`src/rtl/game_pkg.sv`:
```
// rtl/game_pkg.sv - shared game geometry and obstacle FSM state type
package game_pkg;

    typedef enum logic [1:0] {
        IDLE = 2'd0,
        GAP  = 2'd1,
        MOVE = 2'd2,
        HIT  = 2'd3
    } state_t;

    localparam logic [15:0] SCREEN_W = 16'd640;
    localparam logic [15:0] GROUND_Y = 16'd400;
    localparam logic [15:0] PLAYER_W = 16'd20;
    localparam logic [15:0] PLAYER_H = 16'd20;

endpackage

```
`src/rtl/rect_overlap.sv`:
```
// rtl/rect_overlap.sv - combinational half-open rectangle overlap test
// Right/bottom edges are formed in 17 bits so boxes near 16'hFFFF do not wrap.
module rect_overlap (
    input  logic [15:0] a_x,
    input  logic [15:0] a_y,
    input  logic [15:0] a_w,
    input  logic [15:0] a_h,
    input  logic [15:0] b_x,
    input  logic [15:0] b_y,
    input  logic [15:0] b_w,
    input  logic [15:0] b_h,
    output logic        overlap
);

    logic [16:0] a_x_end;
    logic [16:0] a_y_end;
    logic [16:0] b_x_end;
    logic [16:0] b_y_end;

    always_comb begin
        a_x_end = {1'b0, a_x} + {1'b0, a_w};
        a_y_end = {1'b0, a_y} + {1'b0, a_h};
        b_x_end = {1'b0, b_x} + {1'b0, b_w};
        b_y_end = {1'b0, b_y} + {1'b0, b_h};
        overlap = ({1'b0, a_x} < b_x_end) && ({1'b0, b_x} < a_x_end) &&
                  ({1'b0, a_y} < b_y_end) && ({1'b0, b_y} < a_y_end);
    end

endmodule

```
`src/rtl/obstacle_ctrl.sv`:
```
// rtl/obstacle_ctrl.sv - single ground obstacle: spawn, scroll, collide, score
// Also produces the registered obstacle pixel flag for the VGA colour mux.
module obstacle_ctrl
    import game_pkg::*;
#(
    parameter int OBS_W         = 16,
    parameter int OBS_H         = 24,
    parameter int SPEED         = 2,
    parameter int GAP_MIN       = 200,
    parameter int GAP_RAND_BITS = 6
) (
    input  logic        clk,
    input  logic        reset,
    input  logic        tick_1ms,
    input  logic        start,
    input  logic [15:0] x,
    input  logic [15:0] y,
    input  logic [15:0] x_player,
    input  logic [15:0] y_player,
    output logic [15:0] obs_x,
    output logic [15:0] obs_y,
    output logic        obs_pixel,
    output logic        hit,
    output logic [15:0] score
);

    localparam logic [15:0] OBS_W16   = 16'(OBS_W);
    localparam logic [15:0] OBS_H16   = 16'(OBS_H);
    localparam logic [15:0] SPEED16   = 16'(SPEED);
    localparam logic [15:0] GAP_MIN16 = 16'(GAP_MIN);
    localparam logic [15:0] OBS_Y     = GROUND_Y + PLAYER_H - OBS_H16;
    // A zero-width random field collapses to a zero mask, i.e. a fixed gap.
    localparam logic [7:0]  RAND_MASK = 8'((1 << GAP_RAND_BITS) - 1);
    localparam logic [7:0]  LFSR_SEED = 8'hA5;

    state_t      state_q,     state_d;
    logic [15:0] obs_x_q,     obs_x_d;
    logic        obs_pixel_q, obs_pixel_d;
    logic        hit_q,       hit_d;
    logic [15:0] score_q,     score_d;
    logic [7:0]  lfsr_q,      lfsr_d;
    logic [15:0] gap_cnt_q,   gap_cnt_d;
    logic        passed_q,    passed_d;

    logic        collision;
    logic        scan_in;
    logic        cleared;
    logic [15:0] gap_reload;

    rect_overlap u_collide (
        .a_x     (obs_x_q),
        .a_y     (OBS_Y),
        .a_w     (OBS_W16),
        .a_h     (OBS_H16),
        .b_x     (x_player),
        .b_y     (y_player),
        .b_w     (PLAYER_W),
        .b_h     (PLAYER_H),
        .overlap (collision)
    );

    // The scan point is treated as a 1x1 box so the same overlap test applies.
    rect_overlap u_scan (
        .a_x     (obs_x_q),
        .a_y     (OBS_Y),
        .a_w     (OBS_W16),
        .a_h     (OBS_H16),
        .b_x     (x),
        .b_y     (y),
        .b_w     (16'd1),
        .b_h     (16'd1),
        .overlap (scan_in)
    );

    always_comb begin
        state_d     = state_q;
        obs_x_d     = obs_x_q;
        hit_d       = hit_q;
        score_d     = score_q;
        gap_cnt_d   = gap_cnt_q;
        passed_d    = passed_q;
        lfsr_d      = {lfsr_q[6:0], lfsr_q[7] ^ lfsr_q[5] ^ lfsr_q[4] ^ lfsr_q[3]};
        gap_reload  = GAP_MIN16 + {8'd0, lfsr_q & RAND_MASK};
        cleared     = ({1'b0, obs_x_q} + {1'b0, OBS_W16}) <= {1'b0, x_player};
        obs_pixel_d = ((state_q == MOVE) || (state_q == HIT)) && scan_in;

        case (state_q)
            IDLE: begin
                if (start) begin
                    state_d   = GAP;
                    gap_cnt_d = gap_reload;
                end
            end
            GAP: begin
                if (tick_1ms) begin
                    if (gap_cnt_q == 16'd0) begin
                        state_d  = MOVE;
                        obs_x_d  = SCREEN_W;
                        passed_d = 1'b0;
                    end else begin
                        gap_cnt_d = gap_cnt_q - 16'd1;
                    end
                end
            end
            MOVE: begin
                // A collision freezes everything else in the same cycle.
                if (collision) begin
                    state_d = HIT;
                    hit_d   = 1'b1;
                end else begin
                    if (cleared && !passed_q) begin
                        passed_d = 1'b1;
                        if (score_q != 16'hFFFF) begin
                            score_d = score_q + 16'd1;
                        end
                    end
                    if (tick_1ms) begin
                        if (obs_x_q < SPEED16) begin
                            state_d   = GAP;
                            gap_cnt_d = gap_reload;
                            obs_x_d   = SCREEN_W;
                        end else begin
                            obs_x_d = obs_x_q - SPEED16;
                        end
                    end
                end
            end
            HIT: begin
                if (start) begin
                    state_d   = GAP;
                    hit_d     = 1'b0;
                    score_d   = 16'd0;
                    obs_x_d   = SCREEN_W;
                    gap_cnt_d = gap_reload;
                end
            end
            default: state_d = IDLE;
        endcase
    end

    always_ff @(posedge clk) begin
        if (reset) begin
            state_q     <= IDLE;
            obs_x_q     <= SCREEN_W;
            obs_pixel_q <= 1'b0;
            hit_q       <= 1'b0;
            score_q     <= 16'd0;
            lfsr_q      <= LFSR_SEED;
            gap_cnt_q   <= 16'd0;
            passed_q    <= 1'b0;
        end else begin
            state_q     <= state_d;
            obs_x_q     <= obs_x_d;
            obs_pixel_q <= obs_pixel_d;
            hit_q       <= hit_d;
            score_q     <= score_d;
            lfsr_q      <= lfsr_d;
            gap_cnt_q   <= gap_cnt_d;
            passed_q    <= passed_d;
        end
    end

    assign obs_x     = obs_x_q;
    assign obs_y     = OBS_Y;
    assign obs_pixel = obs_pixel_q;
    assign hit       = hit_q;
    assign score     = score_q;

endmodule

```
`config.mk`:
```
export PLATFORM = sky130hd
export DESIGN_NAME = obstacle_ctrl
export DESIGN_NICKNAME = d
export VERILOG_FILES = /design/src/rtl/game_pkg.sv /design/src/rtl/rect_overlap.sv /design/src/rtl/obstacle_ctrl.sv
export SDC_FILE = /design/constraint.sdc
export NUM_CORES = 1
export LEC_CHECK = 0
export CAP_MARGIN = 25
export CORE_AREA = 5 5 146 148
export DETAILED_ROUTE_END_ITERATION = 10
export DIE_AREA = 0 0 151 153
export GPL_ROUTABILITY_DRIVEN = 0
export HOLD_SLACK_MARGIN = 0.15
export MAX_ROUTING_LAYER = met4
export PLACE_DENSITY = 0.51
export SLEW_MARGIN = 20
export SYNTH_ARGS = -nofsm -noshare
export SYNTH_HDL_FRONTEND = slang
export SYNTH_SLANG_ARGS = --single-unit
```
`constraint.sdc`:
```
create_clock -name clk -period 5.2 [get_ports clk]
set_input_delay 1.04 -clock clk [delete_from_list [all_inputs] [get_ports clk]]
set_output_delay 1.04 -clock clk [all_outputs]
set_load 0.01 [all_outputs]
```
==> reports/metrics.yaml, run 1 <==
status:
  status: "finished clean"
layout:
  fin_cells: 1108
  most-common-layout-cells: "99 x clkdlybuf4s50_1, 77 x ha_1, 60 x nor2_1, 60 x dfxtp_1, 56 x a21oi_1"
  nets: 978
  multi_input_area_mm2: 0.00436
  nFillCells: 2110
  antenna_cells: 0
  final-seq-area_mm2: 0.00120
  layout-drive-gt1-share_pct: 5.85
  utilization_pct: 37.0
  area_growth_pct: 25.8
  layout_commonest_cell: "clkdlybuf4s50_1"
yosys:
  synth_area_mm2: 0.00586
  ys_warn_count: 0
  synth.area.top_cells: "dfxtp_1 20%, ha_1 16%, a21oi_1 4.8%"
  netlist_instances: 743
  synth_seq_area_share_pct: 20.5
  ys_ff_latch: 60
  yosysUniqueCellTypes: 76
  yosys.area.top_type: "dfxtp_1"
  synth.avg_cell_area_um2: 7.89
  synth_edf_count: 0
  ys.flop_type: "dfxtp_1"
  synth_top_area_share_pct: 20.5
  async_reset_ff_share_pct: 0
place:
  hpwl_um: 12700
  place_ws_ns: 0.228
  io_buffers: 100
  dp_cells: 1091
pwr:
  leakage_uw: 0.00283
  p_per_area_mw_per_mm2: 299
  vdd_ir_drop_max_v: 0.000208
worst_setup_path:
  worstSetupStartpointType: "input pin"
  cp_slowest_cell: "clkdlybuf4s50_1"
  rr_endpoint: "score[1]$_SDFFE_PP0P_"
  critPathBufInv: 2
  setup.worst_path.end_class: "flip-flop"
  r2r_slack_ns: 1.02
  max_stage_delay_ns: 0.55
  path_max_fanout: 9
  r2r-start: "obs_x[6]$_SDFFE_PP0P_"
  reg2reg_depth: 13
  worst-endpoint-arrival_ns: 4.65
  critPathTopFamily: "compound AO/OA/AOI/OAI gates"
  required_ns: 5.41
  critical_path.cell_chain: "clkdlybuf4s50_1 > ha_1 > o211ai_1 > nor2_1 > nand4_1 > xor2_1 > ha_1 > a21o_1 > a21oi_1 > nand4_1 > o21a_1 > a2111oi_4 > nor3_2 > buf_4 > a221o_1"
  criticalPathCategory: "input pin to flip-flop"
job:
  maxCapViolations: 0
clock_network:
  cts.path.max_buffers: 2
  htree_levels: 3
  ctsHoldBuffers: 0
  cts_resized: 0
  cts_buffers: 9
  clock_sinks: 60
  clk_pin_slew_ns: 0.05
  clock_latency_ns: 0.33
  post_cts_buffers: 0
  tritoncts: "done"
  clock-root-buffer: "clkbuf_16"
route:
  vias: 5582
  detail-route-antenna-nets: 0
  post-route-drc-count: 0
  dr.pass1.iters: 4
  drt_wl_total_um: 16300
  wl_per_cell_um: 14.7
  drt_iter0_drc: 194
  vias_per_cell: 5.04
sta:
  worstMarginPinSlew_ns: 0.699
  fmax_mhz: 225
  setup_tns_ns: 0
  rsz0062_at_grt: "false"
  hold_viol: 0
  finalSetupViolCount: 0
  skew_ns: 0.00525
  whs_ns: 0.411
  finalWorstSetupSlack_ns: 0.765
  slew_violations: 0
  period_share_pct: 85.3
  post-route-min-period_ns: 4.43
  slew_headroom_pct: 53.0
die:
  die_y_um: 153
  die_w_um: 151
  die_area_mm2: 0.0231
  num_io_pins: 118
  initial_core_util_pct: 29.4
  coreArea_mm2: 0.0199
  row_count: 52
min_path:
  hold_depth: 1
  hold_path.class: "flip-flop to flip-flop"
  min_delay_worst_endpoint: "lfsr_q[7]$_SDFF_PP1_"
  min_from: "lfsr_q[6]$_SDFF_PP0_"
grt:
  grt_overflow: 0
  grt_pass1_vias: 5303
  grt_max_degree: 35
  grt_pass1_wl_um: 26400
  groute.usage.overall_pct: 14.2
  antenna_found_initial: 0
kinds of logic (layout without fill, tap and decap cells):
logic type      count (synthesis)  count (layout)  synth area share (%)
mux                             8               8                  1.43
flops                          60              60                  20.5
xor+xnor                       40              40                  5.98
fa+ha+maj                      77              77                  16.4
other cells                     2              17                 0.128
compound gates                216             216                  25.1
buf+inv                        73             153                  6.13
simple gates                  267             267                  24.3
through the flow:
stage          power (µW)  instance area [µm²]
5_1_grt              2390                 7370
3_3_place_gp         1580                 7050
6_report             2210                 7370
2_1_floorplan        1300                 5920
4_1_cts              2220                 7370
3_5_place_dp         1570                 7050
synthesized netlist by cell type (13+ instances only):
library cell	n
xor2_1	26
o21a_1	13
nor2b_1	19
nor3_1	16
xnor2_1	14
inv_1	30
nand4_1	14
o21ai_0	49
ha_1	77
a21oi_1	56
nor2_1	60
nand2_1	52
dfxtp_1	60
buf_4	17
and3_1	17
clkbuf_1	19
nand3_1	29
how the worst max path moves through the flow:
| stage | startpoint | endpoint | slack, ns | depth (start not counted) |
|---|---|---|---|---|
| finish | x_player[2] | obs_x[8]$_SDFFE_PP0P_ | 0.77 | 15 |
| floorplan | x_player[2] | gap_cnt_q[1]$_SDFFE_PP0P_ | 1.44 | 16 |
| global placement | x_player[2] | gap_cnt_q[14]$_SDFFE_PP0P_ | 0.38 | 15 |
| CTS | x_player[2] | gap_cnt_q[14]$_SDFFE_PP0P_ | 0.59 | 15 |
| global route | x_player[2] | gap_cnt_q[14]$_SDFFE_PP0P_ | 0.33 | 16 |
| detailed placement | x_player[2] | gap_cnt_q[14]$_SDFFE_PP0P_ | 0.23 | 15 |
flip-flops by register name, indices dropped and copies added, names as in the netlist:
signal / flops
score: 16
obs_x: 15
lfsr_q: 8
obs_pixel: 1
gap_cnt_q: 16
hit: 1
state_q: 2
passed_q: 1
power breakdown:
| group | switching (µW) | internal [µW] | leakage, µW |
|---|---|---|---|
| clock | 210 | 430 | 0.000159 |
| sequential | 86.1 | 525 | 0.000489 |
| combinational | 548 | 407 | 0.00218 |
| total | 844 | 1360 | 0.00283 |
per-layer routing:
layer | part of all wire (%) | track usage (%) | routed length, µm | vias up
met4 | 1.1 | 3.15 | 187 | 0
met3 | 5.1 | 2.90 | 827 | 8
met1 | 48 | 18.9 | 7820 | 2559
met2 | 46 | 22.1 | 7450 | 107
met5 | 0 | - | 0 | -
li1 | - | - | - | 2908
area by class of cell:
class | count | share of cell area [%]
clock inverter | 5 | 1.02
clock buffer | 11 | 3.29
tap | 270 | 4.58
sequential | 60 | 16.3
inverter | 30 | 1.53
multi-input combinational | 625 | 59.1
timing repair buffer | 107 | 14.2
(Power assumes the default switching activity.)
==> run 2, diff against run 1 <==
--- a/config.mk
+++ b/config.mk
@@ -6,9 +6,9 @@
 export NUM_CORES = 1
 export LEC_CHECK = 0
 export CAP_MARGIN = 25
-export CORE_AREA = 5 5 146 148
+export CORE_AREA = 2 2 143 145
 export DETAILED_ROUTE_END_ITERATION = 10
-export DIE_AREA = 0 0 151 153
+export DIE_AREA = 0 0 145 147
 export GPL_ROUTABILITY_DRIVEN = 0
 export HOLD_SLACK_MARGIN = 0.15
 export MAX_ROUTING_LAYER = met4
==> run 2 against run 1 <==
Non-clock buffer count rose by 2; routed wire length rose by 0.28%; core utilization fell by 0.074 points; hold slack got worse by 0.0039 ns; combinational power rose by 1%; power fell by 4.3%; first-iteration DRC count rose by 4.6%; final area fell by 0.53%; clock power fell by 16%; via count rose by 2.0%; global-route usage rose by 1.6 points; cell count rose by 0.18%; largest power group unchanged.
==> reports/metrics.yaml, run 2 (synthesized netlist as in run 1, its figures left out) <==
status:
  status: "finished clean"  # unchanged
route:
  vias: 5693  # was 5582
  wl_per_cell_um: 14.7  # about the same
  vias_per_cell: 5.13  # was 5.04
  detail-route-antenna-nets: 0  # unchanged
  dr.pass1.iters: 5  # was 4
  drt_wl_total_um: 16300  # about the same
  post-route-drc-count: 0  # unchanged
  drt_iter0_drc: 203  # was 194
sta:
  slew_headroom_pct: 51.3  # was 53.0%
  setup_tns_ns: 0  # unchanged
  skew_ns: 0.00405  # was 0.00525 ns
  worstMarginPinSlew_ns: 0.724  # was 0.699 ns
  finalSetupViolCount: 0  # unchanged
  rsz0062_at_grt: "false"  # unchanged
  post-route-min-period_ns: 4.42  # was 4.43 ns
  hold_viol: 0  # unchanged
  slew_violations: 0  # unchanged
  period_share_pct: 85.0  # was 85.3%
  fmax_mhz: 226  # was 225 MHz
clock_network:
  htree_levels: 3  # unchanged
  clock_latency_ns: 0.32  # was 0.33 ns
  clk_pin_slew_ns: 0.05  # about the same
  clock_sinks: 60  # unchanged
  ctsHoldBuffers: 0  # unchanged
  post_cts_buffers: 0  # unchanged
  clock-root-buffer: "clkbuf_16"  # unchanged
  cts_resized: 0  # unchanged
  tritoncts: "done"  # unchanged
  cts_buffers: 9  # unchanged
  cts.path.max_buffers: 2  # unchanged
worst_setup_path:
  worstSetupStartpointType: "input pin"  # unchanged
  crit_start: "x_player[2]"  # unchanged
  path_max_fanout: 9  # unchanged
  worst-endpoint-arrival_ns: 4.63  # was 4.65 ns
  criticalPathCategory: "input pin to flip-flop"  # unchanged
  setup.worst_path.end_class: "flip-flop"  # unchanged
  max_stage_delay_ns: 0.54  # was 0.55 ns
  r2r-start: "obs_x[6]$_SDFFE_PP0P_"  # unchanged
  critical_path.cell_chain: "clkdlybuf4s50_1 > ha_1 > o211ai_1 > nor2_1 > nand4_1 > xor2_1 > ha_1 > a21o_1 > a21oi_1 > nand4_1 > o21a_1 > a2111oi_4 > nor3_2 > buf_4 > a221o_1"  # unchanged
  required_ns: 5.41  # about the same
  cp_slowest_cell: "clkdlybuf4s50_1"  # unchanged
layout:
  fin_cells: 1110  # was 1108
  layout-drive-gt1-share_pct: 5.71  # was 5.85%
  area_growth_pct: 25.2  # was 25.8%
  antenna_cells: 0  # unchanged
  nets: 980  # was 978
  nFillCells: 2135  # was 2110
  layout_commonest_cell: "clkdlybuf4s50_1"  # unchanged
  multi_input_area_mm2: 0.00436  # unchanged
  final-seq-area_mm2: 0.00120  # unchanged
  most-common-layout-cells: "99 x clkdlybuf4s50_1, 77 x ha_1, 60 x nor2_1, 60 x dfxtp_1, 56 x a21oi_1"  # unchanged
min_path:
  hold_path.class: "flip-flop to flip-flop"  # unchanged
  min_from: "lfsr_q[6]$_SDFF_PP0_"  # unchanged
grt:
  grt_overflow: 0  # unchanged
  grt_pass1_vias: 5498  # was 5303
  groute.usage.overall_pct: 15.7  # was 14.2%
  grt_max_degree: 57  # was 35
  grt_pass1_wl_um: 27200  # was 26400 µm
  antenna_found_initial: 0  # unchanged
die:
  row_count: 52  # unchanged
  initial_core_util_pct: 29.5  # was 29.4%
  die_w_um: 145  # was 151 µm
  die_y_um: 147  # was 153 µm
  coreArea_mm2: 0.0198  # was 0.0199 mm²
  die_area_mm2: 0.0213  # was 0.0231 mm²
  num_io_pins: 118  # unchanged
place:
  io_buffers: 100  # unchanged
  dp_cells: 1094  # was 1091
  hpwl_um: 12700  # about the same
job:
  maxCapViolations: 0  # unchanged
pwr:
  p_per_area_mw_per_mm2: 288  # was 299 mW/mm²
  leakage_uw: 0.00281  # was 0.00283 µW
  vdd_ir_drop_max_v: 0.000212  # was 0.000208 V
  power_uw: 2110  # was 2210 µW
-- run 2: cell types whose count changed in the layout (fill, tap and decap cells not counted) --
cell	change
bufinv_16	-2
clkinv_2	-1
buf_4	+2
clkbuf_1	+3
-- run 2: power breakdown --
group | leakage, µW | internal [µW] | switching, µW
sequential | 0.000489 | 525 | 82.2
combinational | 0.00219 | 412 | 554
clock | 0.000131 | 334 | 203
total | 0.00281 | 1270 | 840
-- run 2: routing by layer --
layer  share of wire (%)  vias to the layer above  GRT usage [%]
li1                    -                     2909              -
met1                  48                     2644           20.3
met2                  46                      116           25.3
met3                 4.3                       24           2.70
met4                 1.9                        0           4.55
met5                   0                        -              -
-- run 2: area by class of cell --
cell class              count  share of cell area (%)
multi-input cells         625                    59.4
flip-flops and latches     60                    16.4
repair buffers            109                    14.5
well taps                 270                    4.61
clock buffers              14                    3.46
inverters                  30                    1.54
clock inverters             2                   0.136
-- run 2: path summary, 6_finish.rpt --
check	depth (start not counted)	slack, ns	endpoint
worst max-delay path	15	0.78	obs_x[8]$_SDFFE_PP0P_
worst min-delay path	1	0.41	lfsr_q[7]$_SDFF_PP1_
worst max register to register	13	1.05	score[1]$_SDFFE_PP0P_
worst min register to register	1	0.41	lfsr_q[7]$_SDFF_PP1_
-- run 2: worst max-delay path: cells and delay by family --
family | cells | cell delay [ns]
compound gates | 6 | 1.53
buf+inv | 2 | 0.74
fa+ha+maj | 2 | 0.57
simple gates | 4 | 0.57
xor+xnor | 1 | 0.17
-- run 2: per-stage QoR --
step | hold slack, ns | utilization, % | area (µm²) | setup slack [ns]
after floorplan | 0.389 | - | 5920 | 1.44
after CTS | 0.413 | 37.0 | 7330 | 0.817
after global routing | 0.423 | 37.0 | 7330 | 0.428
after detailed placement | 0.400 | 35.6 | 7070 | 0.468
final | 0.408 | 37.0 | 7330 | 0.780
after global placement | 0.401 | 35.6 | 7070 | 0.549
